### src/rtl/rx_controller_pkg.sv
// Shared constants for the receive path: decoder packet framing and the controller state encoding.
// Interval values are in system clock cycles between decoder pulses.
package rx_controller_pkg;

    localparam int PACKET_SIZE   = 8;
    localparam int INTERVAL_HIGH = 8;
    localparam int INTERVAL_LOW  = 4;

    typedef enum logic [1:0] {
        IDLE     = 2'd0,
        RECV     = 2'd1,
        FLUSH    = 2'd2,
        DISABLED = 2'd3
    } rx_state_t;

    function automatic logic [7:0] sat_inc8(input logic [7:0] v);
        return (v == 8'hFF) ? v : v + 8'd1;
    endfunction

endpackage

### src/rtl/rx_controller_packet_fifo.sv
// First-word-fall-through packet FIFO; head visible the cycle after the write, zero when empty.
// A push into a full FIFO is taken only if a pop happens in the same cycle.
module packet_fifo #(
    parameter int WIDTH = 8,
    parameter int DEPTH = 4
) (
    input  logic             clock,
    input  logic             reset,
    input  logic             push,
    input  logic [WIDTH-1:0] push_data,
    input  logic             pop,
    output logic [WIDTH-1:0] head,
    output logic             empty,
    output logic             full
);

    localparam int AW = $clog2(DEPTH);

    logic [WIDTH-1:0] mem [DEPTH];
    logic [AW:0]      wr_ptr;
    logic [AW:0]      rd_ptr;
    logic             do_push;
    logic             do_pop;

    assign empty   = (wr_ptr == rd_ptr);
    assign full    = (wr_ptr[AW] != rd_ptr[AW]) && (wr_ptr[AW-1:0] == rd_ptr[AW-1:0]);
    assign do_pop  = pop & ~empty;
    assign do_push = push & (~full | do_pop);
    assign head    = empty ? '0 : mem[rd_ptr[AW-1:0]];

    always_ff @(posedge clock or posedge reset) begin
        if (reset) begin
            wr_ptr <= '0;
            rd_ptr <= '0;
        end else begin
            if (do_push) wr_ptr <= wr_ptr + 1'b1;
            if (do_pop)  rd_ptr <= rd_ptr + 1'b1;
        end
    end

    // When full, the write lands in the slot being popped; the head is read combinationally first.
    always_ff @(posedge clock) begin
        if (do_push) mem[wr_ptr[AW-1:0]] <= push_data;
    end

endmodule

### src/rtl/rx_controller.sv
// Receive controller: mirrors decoder framing, aborts stalled packets with a decoder reset pulse,
// and queues completed packets for a valid/ready consumer with overflow/timeout status.
module rx_controller
    import rx_controller_pkg::*;
#(
    parameter int TIMEOUT      = INTERVAL_HIGH * 2,
    parameter int RESET_CYCLES = 2,
    parameter int FIFO_DEPTH   = 4
) (
    input  logic                   clock,
    input  logic                   reset,
    input  logic                   enable,
    input  logic                   dec_signal,
    input  logic [PACKET_SIZE-1:0] dec_data,
    input  logic                   dec_irq,
    output logic                   dec_reset,
    output logic [PACKET_SIZE-1:0] out_data,
    output logic                   out_valid,
    input  logic                   out_ready,
    input  logic                   clear_status,
    output logic                   overflow,
    output logic [7:0]             timeout_count
);

    localparam int GW = $clog2(TIMEOUT + 1);
    localparam int FW = (RESET_CYCLES > 1) ? $clog2(RESET_CYCLES) : 1;

    rx_state_t   state;
    logic [GW-1:0] gap;
    logic [GW-1:0] gap_inc;
    logic [FW-1:0] flush_cnt;
    logic        irq_q;
    logic        irq_rise;
    logic        push;
    logic        pop;
    logic        start_flush;
    logic        timeout_hit;
    logic        fifo_empty;
    logic        fifo_full;

    assign irq_rise  = dec_irq & ~irq_q;
    assign gap_inc   = (gap == '1) ? gap : gap + 1'b1;
    assign out_valid = ~fifo_empty;
    assign pop       = out_valid & out_ready;

    always_comb begin
        push        = 1'b0;
        start_flush = 1'b0;
        timeout_hit = 1'b0;
        if (!enable) begin
            start_flush = (state == IDLE) || (state == RECV);
        end else if (state == RECV) begin
            // A completing packet beats a coincident gap timeout.
            if (irq_rise) begin
                push = 1'b1;
            end else if (!dec_signal && (gap_inc >= GW'(TIMEOUT))) begin
                timeout_hit = 1'b1;
                start_flush = 1'b1;
            end
        end
    end

    always_ff @(posedge clock or posedge reset) begin
        if (reset) begin
            state         <= IDLE;
            gap           <= '0;
            flush_cnt     <= '0;
            irq_q         <= 1'b0;
            dec_reset     <= 1'b0;
            overflow      <= 1'b0;
            timeout_count <= '0;
        end else begin
            irq_q <= dec_irq;

            // The decoder reset pulse runs to completion independently of later state changes.
            if (start_flush) begin
                dec_reset <= 1'b1;
                flush_cnt <= FW'(RESET_CYCLES - 1);
            end else if (dec_reset) begin
                if (flush_cnt == '0) dec_reset <= 1'b0;
                else                 flush_cnt <= flush_cnt - 1'b1;
            end

            if (!enable) begin
                state <= DISABLED;
            end else begin
                case (state)
                    IDLE: begin
                        if (dec_signal) begin
                            gap   <= '0;
                            state <= RECV;
                        end
                    end
                    RECV: begin
                        gap <= dec_signal ? '0 : gap_inc;
                        if (push)             state <= IDLE;
                        else if (timeout_hit) state <= FLUSH;
                    end
                    FLUSH: begin
                        if (dec_reset && (flush_cnt == '0)) state <= IDLE;
                    end
                    default: state <= IDLE;
                endcase
            end

            if (clear_status) begin
                overflow      <= 1'b0;
                timeout_count <= '0;
            end else begin
                if (push && fifo_full && !pop) overflow <= 1'b1;
                if (timeout_hit) timeout_count <= sat_inc8(timeout_count);
            end
        end
    end

    packet_fifo #(
        .WIDTH(PACKET_SIZE),
        .DEPTH(FIFO_DEPTH)
    ) u_fifo (
        .clock    (clock),
        .reset    (reset),
        .push     (push),
        .push_data(dec_data),
        .pop      (pop),
        .head     (out_data),
        .empty    (fifo_empty),
        .full     (fifo_full)
    );

endmodule

### config.mk
export PLATFORM = sky130hd
export DESIGN_NAME = rx_controller
export DESIGN_NICKNAME = d
export VERILOG_FILES = /design/src/rtl/rx_controller_pkg.sv /design/src/rtl/rx_controller_packet_fifo.sv /design/src/rtl/rx_controller.sv
export SDC_FILE = /design/constraint.sdc
export NUM_CORES = 1
export LEC_CHECK = 0
export ABC_CLOCK_PERIOD_IN_PS = 2600
export CORE_MARGIN = 5
export CORE_UTILIZATION = 54
export CTS_CLUSTER_DIAMETER = 80
export DETAILED_ROUTE_END_ITERATION = 16
export PLACE_DENSITY = 0.79
export SETUP_SLACK_MARGIN = 0.3
export SLEW_MARGIN = 20
export SYNTH_ARGS = -nofsm -noshare
export SYNTH_HDL_FRONTEND = slang
export SYNTH_SLANG_ARGS = --single-unit
### constraint.sdc
create_clock -name clock -period 2.6 [get_ports clock]
set_input_delay 0.39 -clock clock [delete_from_list [all_inputs] [get_ports clock]]
set_output_delay 0.39 -clock clock [all_outputs]
set_load 0.1 [all_outputs]
=== Word level (Yosys, flattened, before mapping) ===
Memories as Yosys holds them, arrays and structs flattened.
Cells that the tools add are included.

* $add $sub $neg: 5
* $lt $le $gt $ge: 1
* Equality and inequality tests: 12
* Mux-type cells: 32
* Bitwise logic cells: 9
* Reduce and logical (&&, ||, !) cells: 16

{| class="wikitable"
|+ Operator list
! cell !! number
|-
| $mux 8 || 4
|-
| $mux 1 || 18
|-
| $mux 5 || 3
|-
| $mux 2 || 5
|-
| $pmux 5 s2 || 1
|-
| $add 8x1->8 const B || 1
|-
| $eq 8x8->1 const B || 1
|-
| $reduce_bool 2->1 || 4
|-
| $add 3x1->3 const B || 2
|-
| $ne 3x3->1 const B || 2
|-
| $pmux 2 s3 || 1
|-
| $reduce_and 3->1 || 2
|-
| $add 5x1->5 const B || 1
|-
| $eq 5x5->1 const B || 1
|-
| $ge 5x5->1 const B || 1
|-
| $logic_and 1x1->1 || 5
|-
| $and 1x1->1 || 4
|-
| $ne 2x2->1 const B || 2
|-
| $ne 4x4->1 const B || 1
|-
| $not 1->1 || 4
|-
| $eq 3x3->1 || 1
|-
| $eq 2x1->1 const B || 1
|-
| $eq 2x2->1 || 1
|-
| $eq 2x2->1 const B || 1
|-
| 7 further kinds || 8
|}

* Register bits after elaboration: 25
* Bits in writable memories: 32
* Input bits: 15
* Output and inout bits: 19
* Memories: 1

{| class="wikitable"
|+ Memory list
! name !! depth !! bits a word !! read ports !! clocked after memory_dff !! wr ports !! line !! source
|-
| u_fifo.mem || 4 || 8 || 1 || 0 || 1 || rx_controller_packet_fifo.sv:19 || <nowiki>logic [WIDTH-1:0] mem [DEPTH];</nowiki>
|}

=== Logic depth before layout (Yosys ltp) ===
Gate-level depths: netlist (run 1).

* Word-level depth: 12
* Mapped depth: 7
* Depth with buffers taken out: 5

=== By module ===
A second synthesis (run 1) with hierarchy kept.

* Cell total of the unflattened synthesis: 193
* Area total of the unflattened synthesis: 2656.3 µm²

{| class="wikitable"
|+ By module, submodules not included
! module !! instances !! cells an instance !! area an instance (µm²) !! sequential area each (µm²)
|-
| packet_fifo || 1 || 86 || 1665.3 || 1111.1
|-
| rx_controller || 1 || 107 || 991.0 || 475.5
|}

=== Worst setup path after synthesis (run 1) ===
No wires, ideal clock.

* Kind: reg2out
* From: reg u_fifo.rd_ptr[1]
* To: out out_data[0]
* Data arrival time: 2.743 ns
* Required time: 2.210 ns
* Path slack: -0.533 ns
* Cell stages (with the launch flop): 6
* Buffers on the path: 2
* Cells stage by stage: dfrtp_1 clkbuf_1 xnor2_1 nand3b_1 clkbuf_1 and2_1

* Longest elaborated chain between the ends: 2

{| class="wikitable"
|+ RTL lines
! item !! line !! source
|-
| from (decl) || rx_controller_packet_fifo.sv:21 || <nowiki>logic [AW:0] rd_ptr;</nowiki>
|-
| from (signal assigned) || rx_controller_packet_fifo.sv:37 || <nowiki>if (do_pop) rd_ptr <= rd_ptr + 1'b1;</nowiki>
|-
| $mem_v2 4x8 or $eq 3x3->1 (tied branches) || -- ||
|-
| $mux 8 (*) || rx_controller_packet_fifo.sv:29 || <nowiki>assign head = empty ? '0 : mem[rd_ptr[AW-1:0]];</nowiki>
|-
| to (decl) || rx_controller.sv:17 || <nowiki>output logic [PACKET_SIZE-1:0] out_data,</nowiki>
|}

Every way passes the cells marked *; elsewhere a longest branch is shown, timed or not.

=== Final worst setup path (run 1) ===
* From: in enable
* To: reg timeout_count[7]

* Longest elaborated chain between the ends: 3

{| class="wikitable"
|+ RTL lines
! item !! line !! source
|-
| from (decl) || rx_controller.sv:12 || <nowiki>input logic enable,</nowiki>
|-
| $mux 1 || rx_controller.sv:50 || <nowiki>if (!enable) begin</nowiki>
|-
| $reduce_bool 2->1 (no line) || -- ||
|-
| $reduce_and 2->1 (no line) || -- ||
|-
| to (signal assigned) || rx_controller.sv:111 || <nowiki>if (timeout_hit) timeout_count <= sat_inc8(timeout_count);</nowiki>
|-
| to (decl) || rx_controller.sv:22 || <nowiki>output logic [7:0] timeout_count</nowiki>
|}

No other way between the ends.
A chain may end at the register's enable or synchronous reset.

==> impl_metrics.tcl, run 1 <==
set metrics [dict create \
    status "finished, final reports clean" \
    placementRows 25 \
    pwr-share-comb 0.517 \
    grt_start_max_net_pins 26 \
    vias 1652 \
    vias_per_cell 5.72 \
    ant_nets 0 \
    slowest_stage "clkdlybuf4s50_1" \
    clock_skew_ns 0.00684 \
    period_share 0.831 \
    power.density_nw_per_um2 1220 \
    cp-start-kind "primary input" \
    die_area_um2 6180 \
    critPathBufInv 2 \
    synth-seq-cells 57 \
    nets 252 \
    rsz0062_at_grt "false" \
    setup_ws_ns 0.440 \
    critical_path_peak_fanout 8 \
    ys.flop_type "edfxtp_1" \
    detail_route.wl_per_cell_um 17.7 \
    clk_pin_slew_worst_paths_ns 0.06 \
    cts_made_buffers 9 \
    fin_util 0.696 \
    yosysTopAreaCellShare 0.378 \
    slowest_delay_ns 0.51 \
    grtUsageTotal 0.189 \
    period_needed_ns 2.16 \
    drt_drc_violations_left 0 \
    routabilityCongestion 0.861 \
    clock.fmax_ghz 0.463 \
    core_um2 4660 \
    synth_area_leaders "edfxtp_1 (38%), dfrtp_1 (25%), mux4_2 (7.1%)" \
    ios 34 \
    drv_slew 0 \
    p_leak_nw 1.26 \
    seq_area_frac_synth 0.624 \
    clock-sinks 57 \
    worstSetupEndpointType "flip-flop" \
    async_reset_ff_frac 0.439 \
    start_util 0.546 \
    num_antenna_cells 0 \
    setup_tns_ns 0 \
    ir_worst_vdd_uv 737 \
    netlist_area_um2 2540 \
    drt-pass1-iter-count 4 \
    p_int_mw 2.29 \
    grt_pass1_wl_um 8890 \
    p_sw_frac 0.419 \
    areaGrowthSynthToFinish_pct 27.5 \
    cts_root_buffer "clkbuf_8" \
    first_global_vias 1813 \
    path_delay_family "simple AND/OR/NAND/NOR gates" \
    cap_viol_max_count 0 \
    port_buffers 33 \
    yosysUniqueCellTypes 42 \
    synth_area_leader_cell "edfxtp_1" \
    place_ws_ns 0.115 \
    clock_latency_ns 0.32 \
    crit_chain "clkdlybuf4s50_1, and4bb_4, or3b_1, buf_4, o41ai_1, a21oi_1" \
    die_w_um 78.6 \
    hold_viol_final 0 \
    avgSynthCellArea_um2 13.9 \
    cp.arrival_ns 2.36 \
    overflow 0 \
    timing.slew.headroom 0.596 \
    cp.required_ns 2.80 \
    cts_max_level 3 \
    synth_cells 183 \
    setup_viol 0 \
    cts_tree "done" \
    drive_gt1_frac 0.272 \
    worstSetupPathType "primary input to flip-flop" \
    postCtsHoldBufs 0 \
    synth-edff-count 32 \
    switching_power_mw 1.66 \
    clkPwrFrac 0.192 \
    syn-num-nets 205 \
    antenna_found_initial 0 \
    drt_wl_total_um 5120 \
    drt_iter0_markers 88 \
    dp.final_hpwl_um 3580 \
    die_h_um 78.6 \
    cts_buffer_depth 2 \
    power_frac_seq 0.291 \
    worstMarginPinSlew_ns 0.604 \
    min_path_type "primary input to async pin" \
    yosys_warnings 0 \
]
==> power by group through the flow <==
stage | registers, mW | logic [mW] | clock network, mW
floorplan | 1.13 | 1.36 | 0
global placement | 1.17 | 1.94 | 0
detailed placement | 1.19 | 1.99 | 0
CTS | 1.15 | 2.06 | 0.778
global route | 1.17 | 2.15 | 0.822
finish | 1.15 | 2.04 | 0.758
==> synthesized netlist by cell type (2+ instances only) <==
master and number:
inv_1 6, xnor2_1 5, nor2b_1 3, and3_1 2
o31ai_1 3, and2_1 11, xor2_1 3, dfrtp_1 25
nand2b_1 2, clkbuf_1 4, edfxtp_1 32, nor2_1 5
buf_2 3, nand2_1 11, or3_1 2, a21oi_1 14
or4_1 4, ha_1 7, mux2i_1 2, nand3_1 8
mux4_2 8, mux2_2 2, o41ai_1 2
==> registers in the layout, summed over array words and instances, names as in the netlist <==
register       count
dec_reset          1
flush_cnt          1
gap                5
irq_q              1
overflow           1
state              2
timeout_count      8
u_fifo.mem        32
u_fifo.rd_ptr      3
u_fifo.wr_ptr      3
==> worst register-to-register path: stages, from the launching register on <==
cell and delay (ns):
dfrtp_1 0.38, ha_1 0.27, a31oi_1 0.17, or3b_1 0.49, buf_4 0.21, o41ai_1 0.40, a21oi_1 0.11
==> final timing paths <==
check                                             start                      endpoint  slack, ns  cells past startpoint
setup / recovery                                 enable  timeout_count[7]$_DFFE_PP0P_       0.44                      6
hold / removal                                    reset  timeout_count[2]$_DFFE_PP0P_       0.42                      3
setup reg to reg                     gap[0]$_DFFE_PP0P_  timeout_count[7]$_DFFE_PP0P_       0.45                      6
hold reg to reg            u_fifo.wr_ptr[2]$_DFFE_PP0N_  u_fifo.wr_ptr[2]$_DFFE_PP0N_       0.49                      1
max in group asynchronous                         reset  u_fifo.rd_ptr[1]$_DFFE_PP0P_       1.90                      3
min in group clock         u_fifo.wr_ptr[2]$_DFFE_PP0N_  u_fifo.wr_ptr[2]$_DFFE_PP0N_       0.49                      1
==> layer usage <==
metal  GRT usage  wire [um]
met1       0.233       2170
met2       0.312       2590
met3      0.0585        305
met4      0.0717         43
met5           0          0
==> stage by stage <==
step | std cells | cell area, um^2 | power (mW) | hold WS, ns
detailed placement | 270 | 3040 | 3.18 | 0.484
global placement | 270 | 3040 | 3.12 | 0.477
CTS | 289 | 3240 | 3.99 | 0.428
finish | 289 | 3240 | 3.95 | 0.424
global route | 289 | 3240 | 4.14 | 0.459
floorplan | 183 | 2550 | 2.49 | 0.417
==> cells in the final DEF, fill, tap and decap left out, types with 4 or more instances in the layout <==
cell type,count
clkdlybuf4s50_1,14
and2_2,8
nand2_1,11
a21oi_1,14
edfxtp_1,32
inv_1,6
nor2_1,5
dfrtp_1,23
ha_1,7
or4_1,4
nand3_1,8
xnor2_1,5
buf_12,9
clkbuf_8,9
buf_4,21
mux4_2,8
==> logic make-up after synthesis <==
kind of cell    share of synthesized area
mux                                0.0920
buf+inv                            0.0236
compound gates                     0.0733
flops                               0.624
xor+xnor                           0.0276
fa+ha+maj                          0.0344
simple gates                        0.125
==> final cells by class <==
cell class | count | area (um^2)
Sequential cell | 57 | 1590
Inverter | 6 | 22.5
Clock inverter | 4 | 43.8
Timing Repair Buffer | 44 | 478
Fill cell | 319 | 1420
Multi-Input combinational cell | 112 | 906
Tap cell | 54 | 67.6
Clock buffer | 12 | 135
==> timing repair <==
action                     in CTS  in global routing
resized for setup               2                  0
buffers inserted                3                  0
setup endpoints to repair       8                  0
Power figures use the tool's default switching activity.
==> run 2, diff against run 1 <==
ABC_CLOCK_PERIOD_IN_PS = 1900   (was 2600)
CORE_UTILIZATION = 49   (was 54)
PLACE_DENSITY = 0.75   (was 0.79)
clock period = 1.9 ns   (was 2.6 ns; I/O delays follow)
==> run 2 against run 1 <==
Net effect: first-iteration DRC count grew 28%; routed wire length shrank 0.66%; the flow now finishes with violations (negative setup slack); largest cell class unchanged; non-clock buffer count grew 21; sequential share of layout area shrank 5.0 points; via count grew 3.8%; critical path depth shrank 2; highest routed layer unchanged; count of clock-buffer cells in the layout grew 1; design area grew 13%; worst hold slack lost 0.13 ns.
==> impl_metrics.tcl, run 2 (synthesis results as in run 1) <==
set metrics [dict create \
    clock.fmax_ghz 0.508 \
    dp.final_hpwl_um 3350 \
    start_util 0.501 \
    drt_iter0_markers 113 \
    placed_cell_area_um2 3250 \
    worstSetupEndpointType "primary output" \
    postCtsHoldBufs 0 \
    clock_skew_ns 0.00972 \
    placed_cells 298 \
    drive_gt1_frac 0.465 \
    cp.arrival_ns 1.68 \
    vias 1714 \
    violations "negative setup slack" \
    vias_per_cell 5.26 \
    stdcell_area_um2 3650 \
    worstSetupPathType "flip-flop to primary output" \
    detail_route.wl_per_cell_um 15.6 \
    period_share 1.04 \
    die_w_um 82.0 \
    cp.required_ns 1.62 \
    timing.slew.headroom 0.628 \
    cts_buffer_depth 2 \
    grtUsageTotal 0.171 \
    setup_viol 10 \
    status "finished with violations" \
    hold_slack_ns 0.298 \
    ant_nets 0 \
    setup_ws_ns -0.0667 \
    p_leak_nw 1.41 \
    setup_tns_ns -0.497 \
    cts_max_level 3 \
    port_buffers 33 \
    hold_viol_final 0 \
    critical_path_peak_fanout 4 \
    core_um2 5070 \
    rsz0062_at_grt "true" \
    clock_latency_ns 0.33 \
    period_needed_ns 1.97 \
    startpoint "u_fifo.rd_ptr[0]$_DFFE_PP0P_" \
    cap_viol_max_count 0 \
    areaGrowthSynthToFinish_pct 43.5 \
    mostFrequentLayoutCells "edfxtp_1 (32), buf_4 (30), dfrtp_1 (16), clkdlybuf4s50_1 (13), a21oi_1 (12)" \
    cts_made_buffers 9 \
    final_common_cell "edfxtp_1" \
    drv_slew 0 \
    drt-pass1-iter-count 4 \
    grt_pass1_wl_um 8260 \
    ios 34 \
    antenna_found_initial 0 \
    clk_pin_slew_worst_paths_ns 0.07 \
    placementRows 26 \
    cts_tree "done" \
    die_h_um 82.0 \
    drt_drc_violations_left 0 \
    stdcell_count 326 \
    grt_start_max_net_pins 26 \
    overflow 0 \
    ir_worst_vdd_uv 1450 \
    largest_register_ffs 32 \
    worstMarginPinSlew_ns 0.557 \
    drt_wl_total_um 5080 \
    min_path_type "primary input to async pin" \
    num_antenna_cells 0 \
    r2r_start "gap[1]$_DFFE_PP0P_" \
    first_global_vias 1752 \
    power.density_nw_per_um2 1570 \
    clock-sinks 57 \
    nets 273 \
    die_area_um2 6730 \
    routabilityCongestion 0.796 \
    cts_root_buffer "clkbuf_8" \
    cp-start-kind "flip-flop" \
]
## run 2: what timing repair did
action,4_1_cts,5_1_grt
setup endpoints to repair,50,56
gates cloned,1,0
pin swaps,7,7
hold endpoints to repair,0,0
resized for setup,22,11
setup buffers,7,4
## run 2: critical path, cell delays in order (launching register included)
cell	delay (ns)
dfrtp_2	0.41
buf_6	0.14
mux4_2	0.49
and2_4	0.16
buf_12	0.16
## run 2: per-layer routing
metal | global-route usage | vias to the layer above | wire, um
li1 | - | 829 | -
met1 | 0.219 | 847 | 2240
met2 | 0.266 | 34 | 2580
met3 | 0.0417 | 4 | 194
met4 | 0.0947 | 0 | 64
met5 | 0 | - | 0
## run 2: area by class of cell
type | count | area (um^2)
Multi-Input combinational cell | 112 | 1070
Sequential cell | 57 | 1610
Clock inverter | 3 | 15.0
Clock buffer | 13 | 159
Timing Repair Buffer | 65 | 688
Fill cell | 339 | 1430
Tap cell | 70 | 87.6
Inverter | 6 | 22.5
## run 2: report_power, final
part / leakage [nW] / switching [mW] / internal, mW
registers: 0.595 / 0.120 / 1.43
clock network: 0.0932 / 0.436 / 0.538
logic: 0.724 / 1.80 / 1.39
total: 1.41 / 2.36 / 3.36
## run 2: per-stage QoR
| step | power (mW) | worst slack [ns] | util |
|---|---|---|---|
| after global routing | 5.98 | -0.150 | 0.719 |
| after CTS | 5.69 | -0.0988 | 0.704 |
| final | 5.72 | -0.0667 | 0.719 |
| after global placement | 4.49 | -0.328 | 0.640 |
| after floorplan | 3.64 | 0.0513 | - |
| after detailed placement | 4.54 | -0.345 | 0.640 |
## run 2: worst paths after layout
path	slack, ns	depth (start not counted)	endpoint
min reg2reg	0.53	2	overflow$_DFFE_PP0P_
min	0.30	3	timeout_count[6]$_DFFE_PP0P_
max	-0.07	4	out_data[1]
min in group clock	0.41	3	gap[0]$_DFFE_PP0P_
max in group asynchronous	1.32	3	timeout_count[1]$_DFFE_PP0P_
max reg2reg	0	6	timeout_count[7]$_DFFE_PP0P_
==> run 3, diff against run 2 <==
--- a/config.mk
+++ b/config.mk
@@ -8,2 +8,3 @@
 export ABC_CLOCK_PERIOD_IN_PS = 1900
+export CAP_MARGIN = 25
 export CORE_MARGIN = 5
--- a/constraint.sdc
+++ b/constraint.sdc
@@ -3,2 +3,2 @@
 set_output_delay 0.285 -clock clock [all_outputs]
-set_load 0.1 [all_outputs]
+set_load 0.01 [all_outputs]
==> run 3 against run 2 <==
Net effect: the flow still finishes with violations (negative setup slack); clock skew down 0.0022 ns; clock power up 23%; fmax down 1.9%; worst hold slack better by 0.020 ns; critical path depth up 1; sequential cell count unchanged; design area down 0.27%; worst setup slack worse by 0.038 ns; power down 25%; sequential power about the same; final cell count up 2.8%.
==> impl_metrics.tcl, run 3 (synthesis results as in run 1) <==
set metrics [dict create \
    crit_chain "buf_6, buf_6, mux4_2, and2_1, buf_2" \
    start_util 0.501 \
    timing.slew.headroom 0.551 \
    hold_viol_final 0 \
    nets 282 \
    rrSetupSlack_ns 0.02 \
    hold_slack_ns 0.317 \
    antenna_found_initial 0 \
    setup_viol 8 \
    grt_start_max_net_pins 26 \
    min_path_type "primary input to async pin" \
    ios 34 \
    cts_made_buffers 9 \
    detail_route.wl_per_cell_um 15.7 \
    core_um2 5070 \
    violations "negative setup slack" \
    cts_tree "done" \
    slowest_delay_ns 0.47 \
    drt_drc_violations_left 0 \
    critical_path_peak_fanout 3 \
    rsz0062_at_grt "true" \
    die_h_um 82.0 \
    vias_per_cell 5.31 \
    num_antenna_cells 0 \
    cp.required_ns 1.62 \
    final_common_cell "edfxtp_1" \
    grt_pass1_wl_um 8350 \
    seqCellArea_um2 1590 \
    crit_top_cell "buf_6" \
    die_area_um2 6730 \
    cts_buffer_depth 2 \
    worstSetupEndpointType "primary output" \
    period_share 1.06 \
    stdcell_area_um2 3640 \
    drive_gt1_frac 0.396 \
    cp-start-kind "flip-flop" \
    ir_worst_vdd_uv 722 \
    cp.arrival_ns 1.72 \
    placed_cell_area_um2 3220 \
    routabilityCongestion 0.865 \
    drt-pass1-iter-count 4 \
    dp.final_hpwl_um 3490 \
    place_ws_ns -0.411 \
    placementRows 26 \
    r2r.worst_path.cells 5 \
    worstMarginPinSlew_ns 0.673 \
    drt_iter0_markers 83 \
    clock_latency_ns 0.32 \
    cts_root_buffer "clkbuf_8" \
    status "finished with violations" \
    clk_pin_slew_worst_paths_ns 0.07 \
    vias 1778 \
    path_delay_family "multiplexers" \
    drv_slew 0 \
    ant_nets 0 \
    critPathBufInv 3 \
    clock-sinks 57 \
    clock_skew_ns 0.00756 \
    period_needed_ns 2.00 \
    areaGrowthSynthToFinish_pct 43.1 \
    setup_tns_ns -0.712 \
    drt_wl_total_um 5250 \
    startpoint "u_fifo.rd_ptr[0]$_DFFE_PP0P_" \
    p_leak_nw 1.51 \
    r2r_start "state[1]$_DFFE_PP0P_" \
    overflow 0 \
    worstSetupPathType "flip-flop to primary output" \
    multi_input_comb_area_um2 1060 \
    r2r_end "timeout_count[0]$_DFFE_PP0P_" \
    slowest_stage "mux4_2" \
    power.density_nw_per_um2 1170 \
    grtUsageTotal 0.169 \
    largest_register_ffs 32 \
    mostFrequentLayoutCells "edfxtp_1 (32), buf_4 (28), dfrtp_1 (24), clkdlybuf4s50_1 (14), buf_6 (14)" \
    cts_max_level 3 \
    clock.fmax_ghz 0.499 \
    cap_viol_max_count 0 \
    first_global_vias 1728 \
    port_buffers 33 \
    fill_cells 364 \
    setup_ws_ns -0.105 \
    die_w_um 82.0 \
    postCtsHoldBufs 0 \
]
-- run 3: report_power, final --
group	leakage [nW]	switching, mW	internal [mW]
registers	0.609	0.103	1.43
logic	0.800	0.624	0.914
clock network	0.0976	0.467	0.729
total	1.51	1.19	3.07
-- run 3: final cells by class --
class                      instances  area share
clock buffer                      10      0.0351
clock inverter                     6      0.0227
inverter                           6     0.00619
multi-input combinational        112       0.292
sequential                        57       0.436
tap                               70      0.0241
timing repair buffer              74       0.184
-- run 3: how the worst max path moves through the flow --
stage | slack (ns) | to | cells after the start
floorplan | 0.01 | timeout_count[5]$_DFFE_PP0P_ | 5
global placement | -0.37 | timeout_count[0]$_DFFE_PP0P_ | 6
CTS | -0.18 | out_data[4] | 5
detailed placement | -0.41 | timeout_count[0]$_DFFE_PP0P_ | 6
global route | -0.18 | out_data[5] | 5
finish | -0.10 | out_data[1] | 5
-- run 3: what timing repair did --
action	in CTS	in global routing
pin swaps	21	5
setup buffers	5	5
resized for setup	62	24
setup endpoints to repair	56	60
-- run 3: through the flow --
stage | total power, mW | std cells | utilization
after floorplan | 2.33 | 183 | -
after global placement | 2.96 | 309 | 0.634
after detailed placement | 2.99 | 309 | 0.634
after CTS | 4.22 | 330 | 0.689
after global routing | 4.51 | 335 | 0.717
final | 4.26 | 335 | 0.717
-- run 3: layer usage --
layer,vias up,part of all wire,track usage
met5,-,0,0
met4,0,0.012,0.0498
met3,6,0.044,0.0526
met2,44,0.51,0.285
met1,887,0.43,0.209
li1,841,-,-
-- run 3: worst register-to-register path, stage by stage (launching register included) --
cell	delay (ns)
dfrtp_1	0.38
and4bb_4	0.30
or3b_4	0.45
buf_6	0.18
or3_4	0.36
a21oi_2	0.15
